`src/rtl/fifo_wr_packer_if.sv`:
```
// -----------------------------------------------------------------------------
// fifo_wr_packer_if
//
// Bundles the narrow input stream and the wide FIFO write port of
// fifo_wr_packer.
//
// Handshake: a beat moves on a rising iclk edge where in_valid and in_ready
// are both high. in_dat and in_last are only meaningful on that edge. The
// source may not make in_valid depend on in_ready. On the FIFO side, the
// word on fifo_wr_dat is written on every edge where fifo_wr_en is high.
// fifo_wr_en is never high while fifo_full is high.
//
// Signals
//   in_valid     source -> packer   beat offered
//   in_ready     packer -> source   packer can take a beat this cycle
//   in_dat       source -> packer   beat data, IN_WIDTH bits
//   in_last      source -> packer   beat closes the current word
//   fifo_full    FIFO   -> packer   FIFO cannot take a word
//   fifo_wr_en   packer -> FIFO     write strobe
//   fifo_wr_dat  packer -> FIFO     {last flag, packed lanes}
//   wr_count     packer -> observer words written since reset, wraps
//
// Modports
//   master : the environment (stream source plus FIFO)
//   slave  : the packer
// -----------------------------------------------------------------------------
interface fifo_wr_packer_if #(
   parameter int IN_WIDTH = 8,
   parameter int RATIO    = 4
);
   logic                    in_valid;
   logic                    in_ready;
   logic [IN_WIDTH-1:0]     in_dat;
   logic                    in_last;
   logic                    fifo_full;
   logic                    fifo_wr_en;
   logic [IN_WIDTH*RATIO:0] fifo_wr_dat;
   logic [15:0]             wr_count;

   modport master (
      output in_valid,
      output in_dat,
      output in_last,
      output fifo_full,
      input  in_ready,
      input  fifo_wr_en,
      input  fifo_wr_dat,
      input  wr_count
   );

   modport slave (
      input  in_valid,
      input  in_dat,
      input  in_last,
      input  fifo_full,
      output in_ready,
      output fifo_wr_en,
      output fifo_wr_dat,
      output wr_count
   );
endinterface

```
`src/rtl/fifo_wr_packer.sv`:
```
// -----------------------------------------------------------------------------
// fifo_wr_packer
//
// Write-side front end of the clock-crossing FIFO. Narrow beats arriving on a
// valid/ready stream are packed little-endian, RATIO beats per FIFO word
// (beat k lands in bits [k*IN_WIDTH +: IN_WIDTH]). A beat with in_last set
// closes the word early. Lanes that received no beat hold PAD, and the word's
// MSB carries the last flag so the read side can find frame boundaries.
//
// One finished word is buffered in out_dat_q. While it waits (HOLD) the
// packer keeps taking beats as long as the FIFO is not full, so a new word
// can complete on the same edge the buffered one is written. This gives one
// write per cycle at RATIO = 1.
//
// Ports
//   iclk        in   write-domain clock
//   iclk_rst_b  in   asynchronous active-low reset
//   bus         slave modport of fifo_wr_packer_if (stream in, FIFO write out)
//   dbg_hold_o  out  FSM state: 0 = FILL (nothing buffered), 1 = HOLD
//
// Parameters
//   IN_WIDTH  width of one input beat
//   RATIO     beats per FIFO word, >= 1, power of two not required
//   PAD       value written into unfilled lanes of a flushed partial word
// -----------------------------------------------------------------------------
module fifo_wr_packer #(
   parameter int                  IN_WIDTH = 8,
   parameter int                  RATIO    = 4,
   parameter logic [IN_WIDTH-1:0] PAD      = '0
) (
   input  logic                 iclk,
   input  logic                 iclk_rst_b,
   fifo_wr_packer_if.slave      bus,
   output logic                 dbg_hold_o
);

   localparam int                LANE_W    = (RATIO > 1) ? $clog2(RATIO) : 1;
   localparam logic [LANE_W-1:0] LAST_LANE = LANE_W'(RATIO - 1);
   localparam int                WORD_W    = IN_WIDTH * RATIO;

   typedef enum logic {
      ST_FILL = 1'b0,
      ST_HOLD = 1'b1
   } state_e;

   state_e                             state_q,     state_d;
   logic [LANE_W-1:0]                  lane_q,      lane_d;
   logic [RATIO-1:0][IN_WIDTH-1:0]     acc_q,       acc_d;
   logic [WORD_W:0]                    out_dat_q,   out_dat_d;
   logic [15:0]                        wr_count_q,  wr_count_d;

   logic                               pending;
   logic                               accept;
   logic                               complete;
   logic                               write;
   logic [RATIO-1:0][IN_WIDTH-1:0]     base;
   logic [RATIO-1:0][IN_WIDTH-1:0]     merged;

   assign pending = (state_q == ST_HOLD);

   // The only thing that can block a beat is a buffered word the FIFO cannot
   // take this cycle. With the FIFO not full the buffered word leaves on the
   // same edge, so the register is free for whatever this beat completes.
   assign bus.in_ready   = ~pending | ~bus.fifo_full;
   assign bus.fifo_wr_en = pending & ~bus.fifo_full;
   assign bus.fifo_wr_dat = out_dat_q;
   assign bus.wr_count   = wr_count_q;
   assign dbg_hold_o     = pending;

   assign accept   = bus.in_valid & bus.in_ready;
   assign complete = accept & (bus.in_last | (lane_q == LAST_LANE));
   assign write    = bus.fifo_wr_en;

   // A beat on lane 0 starts a fresh word: every lane is seeded with PAD so a
   // flushed partial word needs no separate pad step and no stale lanes from
   // the previous word survive.
   always_comb begin
      base   = (lane_q == '0) ? {RATIO{PAD}} : acc_q;
      merged = base;
      for (int i = 0; i < RATIO; i++) begin
         if (lane_q == LANE_W'(i)) begin
            merged[i] = bus.in_dat;
         end
      end
   end

   always_comb begin
      state_d    = state_q;
      lane_d     = lane_q;
      acc_d      = acc_q;
      out_dat_d  = out_dat_q;
      wr_count_d = wr_count_q;

      if (accept) begin
         acc_d = merged;
         if (complete) begin
            out_dat_d = {bus.in_last, merged};
            lane_d    = '0;
         end else begin
            lane_d    = lane_q + LANE_W'(1);
         end
      end

      if (write) begin
         wr_count_d = wr_count_q + 16'd1;
      end

      // A word completing on the draining edge reloads the buffer, so the
      // state stays in HOLD rather than passing through FILL.
      if (complete) begin
         state_d = ST_HOLD;
      end else if (write) begin
         state_d = ST_FILL;
      end
   end

   always_ff @(posedge iclk or negedge iclk_rst_b) begin
      if (!iclk_rst_b) begin
         state_q    <= ST_FILL;
         lane_q     <= '0;
         acc_q      <= '0;
         out_dat_q  <= '0;
         wr_count_q <= '0;
      end else begin
         state_q    <= state_d;
         lane_q     <= lane_d;
         acc_q      <= acc_d;
         out_dat_q  <= out_dat_d;
         wr_count_q <= wr_count_d;
      end
   end

endmodule

```
`src/flat_wrapper.sv`:
```
// flat-port wrapper written by rule: the top's interface ports become plain ports
module fifo_wr_packer_flat 
#(
   parameter int                  IN_WIDTH = 8,
   parameter int                  RATIO    = 4,
   parameter logic [IN_WIDTH-1:0] PAD      = '0
)
  (iclk, iclk_rst_b, dbg_hold_o, bus_in_valid, bus_in_dat, bus_in_last, bus_fifo_full, bus_in_ready, bus_fifo_wr_en, bus_fifo_wr_dat, bus_wr_count);
  fifo_wr_packer_if #(.IN_WIDTH(IN_WIDTH), .RATIO(RATIO)) bus_i ();
  input  logic iclk;
  input  logic iclk_rst_b;
  output logic dbg_hold_o;
  input wire logic [$bits(bus_i.in_valid)-1:0] bus_in_valid;
  input wire logic [$bits(bus_i.in_dat)-1:0] bus_in_dat;
  input wire logic [$bits(bus_i.in_last)-1:0] bus_in_last;
  input wire logic [$bits(bus_i.fifo_full)-1:0] bus_fifo_full;
  output wire logic [$bits(bus_i.in_ready)-1:0] bus_in_ready;
  output wire logic [$bits(bus_i.fifo_wr_en)-1:0] bus_fifo_wr_en;
  output wire logic [$bits(bus_i.fifo_wr_dat)-1:0] bus_fifo_wr_dat;
  output wire logic [$bits(bus_i.wr_count)-1:0] bus_wr_count;
  assign bus_i.in_valid = bus_in_valid;
  assign bus_i.in_dat = bus_in_dat;
  assign bus_i.in_last = bus_in_last;
  assign bus_i.fifo_full = bus_fifo_full;
  assign bus_in_ready = bus_i.in_ready;
  assign bus_fifo_wr_en = bus_i.fifo_wr_en;
  assign bus_fifo_wr_dat = bus_i.fifo_wr_dat;
  assign bus_wr_count = bus_i.wr_count;
  fifo_wr_packer #(.IN_WIDTH(IN_WIDTH), .RATIO(RATIO), .PAD(PAD)) u_core (.iclk(iclk), .iclk_rst_b(iclk_rst_b), .bus(bus_i), .dbg_hold_o(dbg_hold_o));
endmodule
```
`config.mk`:
```
export PLATFORM = sky130hd
export DESIGN_NAME = fifo_wr_packer_flat
export DESIGN_NICKNAME = d
export VERILOG_FILES = /design/src/rtl/fifo_wr_packer_if.sv /design/src/rtl/fifo_wr_packer.sv /design/src/flat_wrapper.sv
export SDC_FILE = /design/constraint.sdc
export NUM_CORES = 1
export LEC_CHECK = 0
export ABC_AREA = 1
export CAP_MARGIN = 20
export CORE_MARGIN = 4
export CORE_UTILIZATION = 40
export DETAILED_ROUTE_END_ITERATION = 16
export PLACE_DENSITY = 0.63
export SLEW_MARGIN = 5
export SYNTH_ARGS = -nofsm -noshare
export SYNTH_HDL_FRONTEND = slang
export SYNTH_SLANG_ARGS = --single-unit
```
`constraint.sdc`:
```
create_clock -name iclk -period 1.5 [get_ports iclk]
set_clock_uncertainty 0.2 [all_clocks]
set_input_delay 0.3 -clock iclk [delete_from_list [all_inputs] [get_ports iclk]]
set_output_delay 0.3 -clock iclk [all_outputs]
set_load 0.005 [all_outputs]
```
==> results.txt <==
core area: 9240 µm²
first-pass iteration count of the detailed router: 4
vias in the first global route: 3779
Clock power frac: 0.186
critical path capture point type: output pin
routed vias/inst: 4.98
PD cells: 1300 nW/µm²
GRT overflow: 0
failing checks: setup timing
largest net degree at the start of global routing: 45
CP Data Arrival Time: 1.16 ns
PortBufs: 64
Tightest Pin Transition: 0.432 ns
RePlAce Congestion: 0.872
DR WL/cell: 17.1 µm
chip height: 105 µm
syn avg cell area: 8.36 µm²
Top Ports: 65
Comb power frac: 0.469
first-pass GRT wire length: 19100 µm
CTS Sinks: 84
Tcrit/Tclk final: 1.11
clock tree buffer depth: 2
Switching Share: 0.369
Max Fanout on Critical Path: 3
Fin. Hold Viols: 0
total track usage: 0.217
DRC viols: 0
fin area: 6750 µm²
Internal Power: 5.53 mW
Net Sw Power: 3.23 mW
Die W: 105 µm
Area Growth Syn to Fin: 78.2%
cell count after synthesis: 453
maxcap violations: 0
DR top layer: met4
DRT iter0 DRCs: 186
post-route ant nets: 0
drt total wl: 12900 µm
final net count: 635
Num CTS Buffers: 9
Hold Path Class: in2async
min setup slack post-route: -0.163 ns
final setup vio count: 78
wl on met1: 5320 µm
Starting Density: 0.410
# rows: 35
most frequent cells in the layout: 85 x nand2_1, 84 x dfrtp_1, 67 x nand2_2
mapped cell area: 3790 µm²
Slew Limit Headroom: 0.711
synth warn: 0
worst skew pair latency: 0.37 ns
vias: 3739
H-Tree Depth: 3
WL met3: 479 µm
die area: 11100 µm²
DP Worst Slack: -0.478 ns
clock root cell: clkbuf_8
Flop pwr share: 0.344
status: finished, violations left
Tmin final: 1.66 ns
Unique masters post-synth: 24
TritonCTS clock tree: yes
Clk pin slew, worst setup/hold paths: 0.09 ns
register area share after synthesis: 0.555
dpl hpwl: 6410 µm
unrepaired setup endpoints after global routing: yes
syn nets: 471
routed wl met2: 6620 µm
number of diodes: 0
share of post-route cells with drive strength above 1: 0.490
Critical Path RT: 1.00 ns
Startpoint Class: register
Max IR drop VDD: 722 µV
initial antenna violation count: 0
Slew Viols, Final: 0
Yosys reg bits: 84
WS Path Type: reg2out
Leak: 3.23 nW
commonest non-fill, non-tap cell in the layout: nand2_1
Max Freq: 0.601 GHz
placed cell areas: 4800 µm²
-- layer usage --
metal	global-route usage	vias up
met2	0.361	108
li1	-	1750
met3	0.0294	37
met4	0.0909	0
met5	0	-
met1	0.284	1844
-- stage by stage --
step | hold WS (ns) | utilization | std cells | setup TNS, ns | power [mW]
3_5_place_dp | -0.0229 | 0.519 | 663 | -21.25 | 5.09
4_1_cts | 0.134 | 0.675 | 735 | -4.78 | 7.98
2_1_floorplan | -0.196 | - | 453 | -0.570 | 3.99
3_3_place_gp | -0.0222 | 0.519 | 663 | -18.47 | 5.04
6_report | 0.129 | 0.730 | 751 | -7.44 | 8.77
5_1_grt | 0.146 | 0.730 | 751 | -12.02 | 9.21
-- worst max-delay path, cell delays in order, from the launching register on --
cell     delay, ns
dfrtp_1       0.44
buf_6         0.14
nand2_4       0.07
inv_4         0.04
buf_6         0.10
-- power by group through the flow --
stage | Combinational [mW] | Clock [mW] | Sequential, mW
finish | 4.11 | 1.63 | 3.02
global route | 4.38 | 1.76 | 3.07
CTS | 3.37 | 1.63 | 2.99
detailed placement | 2.03 | 0 | 3.07
global placement | 1.99 | 0 | 3.05
floorplan | 0.943 | 0 | 3.05
-- Yosys cell counts --
master / count / area (µm²)
o21ai_0: 32 / 160
clkbuf_1: 3 / 11.3
nand3b_1: 1 / 7.51
buf_2: 6 / 30.0
buf_4: 3 / 22.5
nand2_1: 176 / 661
clkinv_1: 3 / 11.3
xnor2_1: 6 / 52.6
o21ai_1: 10 / 50.1
dfrtp_1: 84 / 2100
nor2_4: 2 / 22.5
nand4_1: 3 / 18.8
o21bai_1: 1 / 7.51
nor3_1: 1 / 5.00
xor2_1: 5 / 43.8
nand3_1: 8 / 40.0
buf_6: 2 / 22.5
o22ai_1: 24 / 150
nor2_1: 14 / 52.6
nand2_2: 3 / 18.8
nor2_2: 2 / 12.5
inv_1: 57 / 214
inv_2: 2 / 7.51
ha_1: 5 / 62.6
-- worst paths after layout --
| path | start | to | slack (ns) | depth (start not counted) |
|---|---|---|---|---|
| worst max-delay path | u_core.dbg_hold_o$_DFFE_PN0P_ | bus_fifo_wr_en | -0.16 | 4 |
| worst min-delay path | iclk_rst_b | u_core.bus.wr_count[6]$_DFFE_PN0P_ | 0.13 | 2 |
| worst max register to register | u_core.lane_q[0]$_DFFE_PN0P_ | u_core.bus.fifo_wr_dat[8]$_DFFE_PN0P_ | -0.15 | 9 |
| worst min register to register | u_core.bus.fifo_wr_dat[26]$_DFFE_PN0P_ | u_core.bus.fifo_wr_dat[26]$_DFFE_PN0P_ | 0.30 | 2 |
| max in group asynchronous | iclk_rst_b | u_core.acc_q[2]$_DFFE_PN0P_ | 0.50 | 3 |
| min in group iclk | bus_fifo_full | u_core.dbg_hold_o$_DFFE_PN0P_ | 0.24 | 5 |
-- cell families (layout without fill, tap and decap cells) --
| family | after synthesis | after routing | share of synthesized area |
|---|---|---|---|
| AOI/OAI and AO/OA | 67 | 67 | 0.0972 |
| xor gates and xnor gates | 11 | 11 | 0.0254 |
| adders and majority gates | 5 | 5 | 0.0165 |
| buffers and inverters | 76 | 245 | 0.0843 |
| DFF | 84 | 84 | 0.555 |
| and+or+nand+nor | 210 | 210 | 0.221 |
-- sequential cells by signal, indices dropped and copies added, names as in the netlist --
| register | cells |
|---|---|
| u_core.bus.wr_count | 16 |
| u_core.acc_q | 32 |
| u_core.bus.fifo_wr_dat | 33 |
| u_core.dbg_hold_o | 1 |
| u_core.lane_q | 2 |
-- area by class of cell --
type	count	area [µm²]
clock buffer	9	124
clock inverter	7	66.3
fill	615	2490
inverter	62	283
multi-input combinational	293	2320
sequential	84	2100
tap	129	161
timing repair buffer	167	1690
-- what timing repair did --
action	4_1_cts	5_1_grt
endpoints found under the hold margin	84	0
gates resized for setup	298	160
gates cloned	7	0
setup buffers	49	21
hold buffers	1	0
setup endpoints to repair	122	103
pin swaps	31	41
No activity file was read; power rests on OpenSTA's default activity.
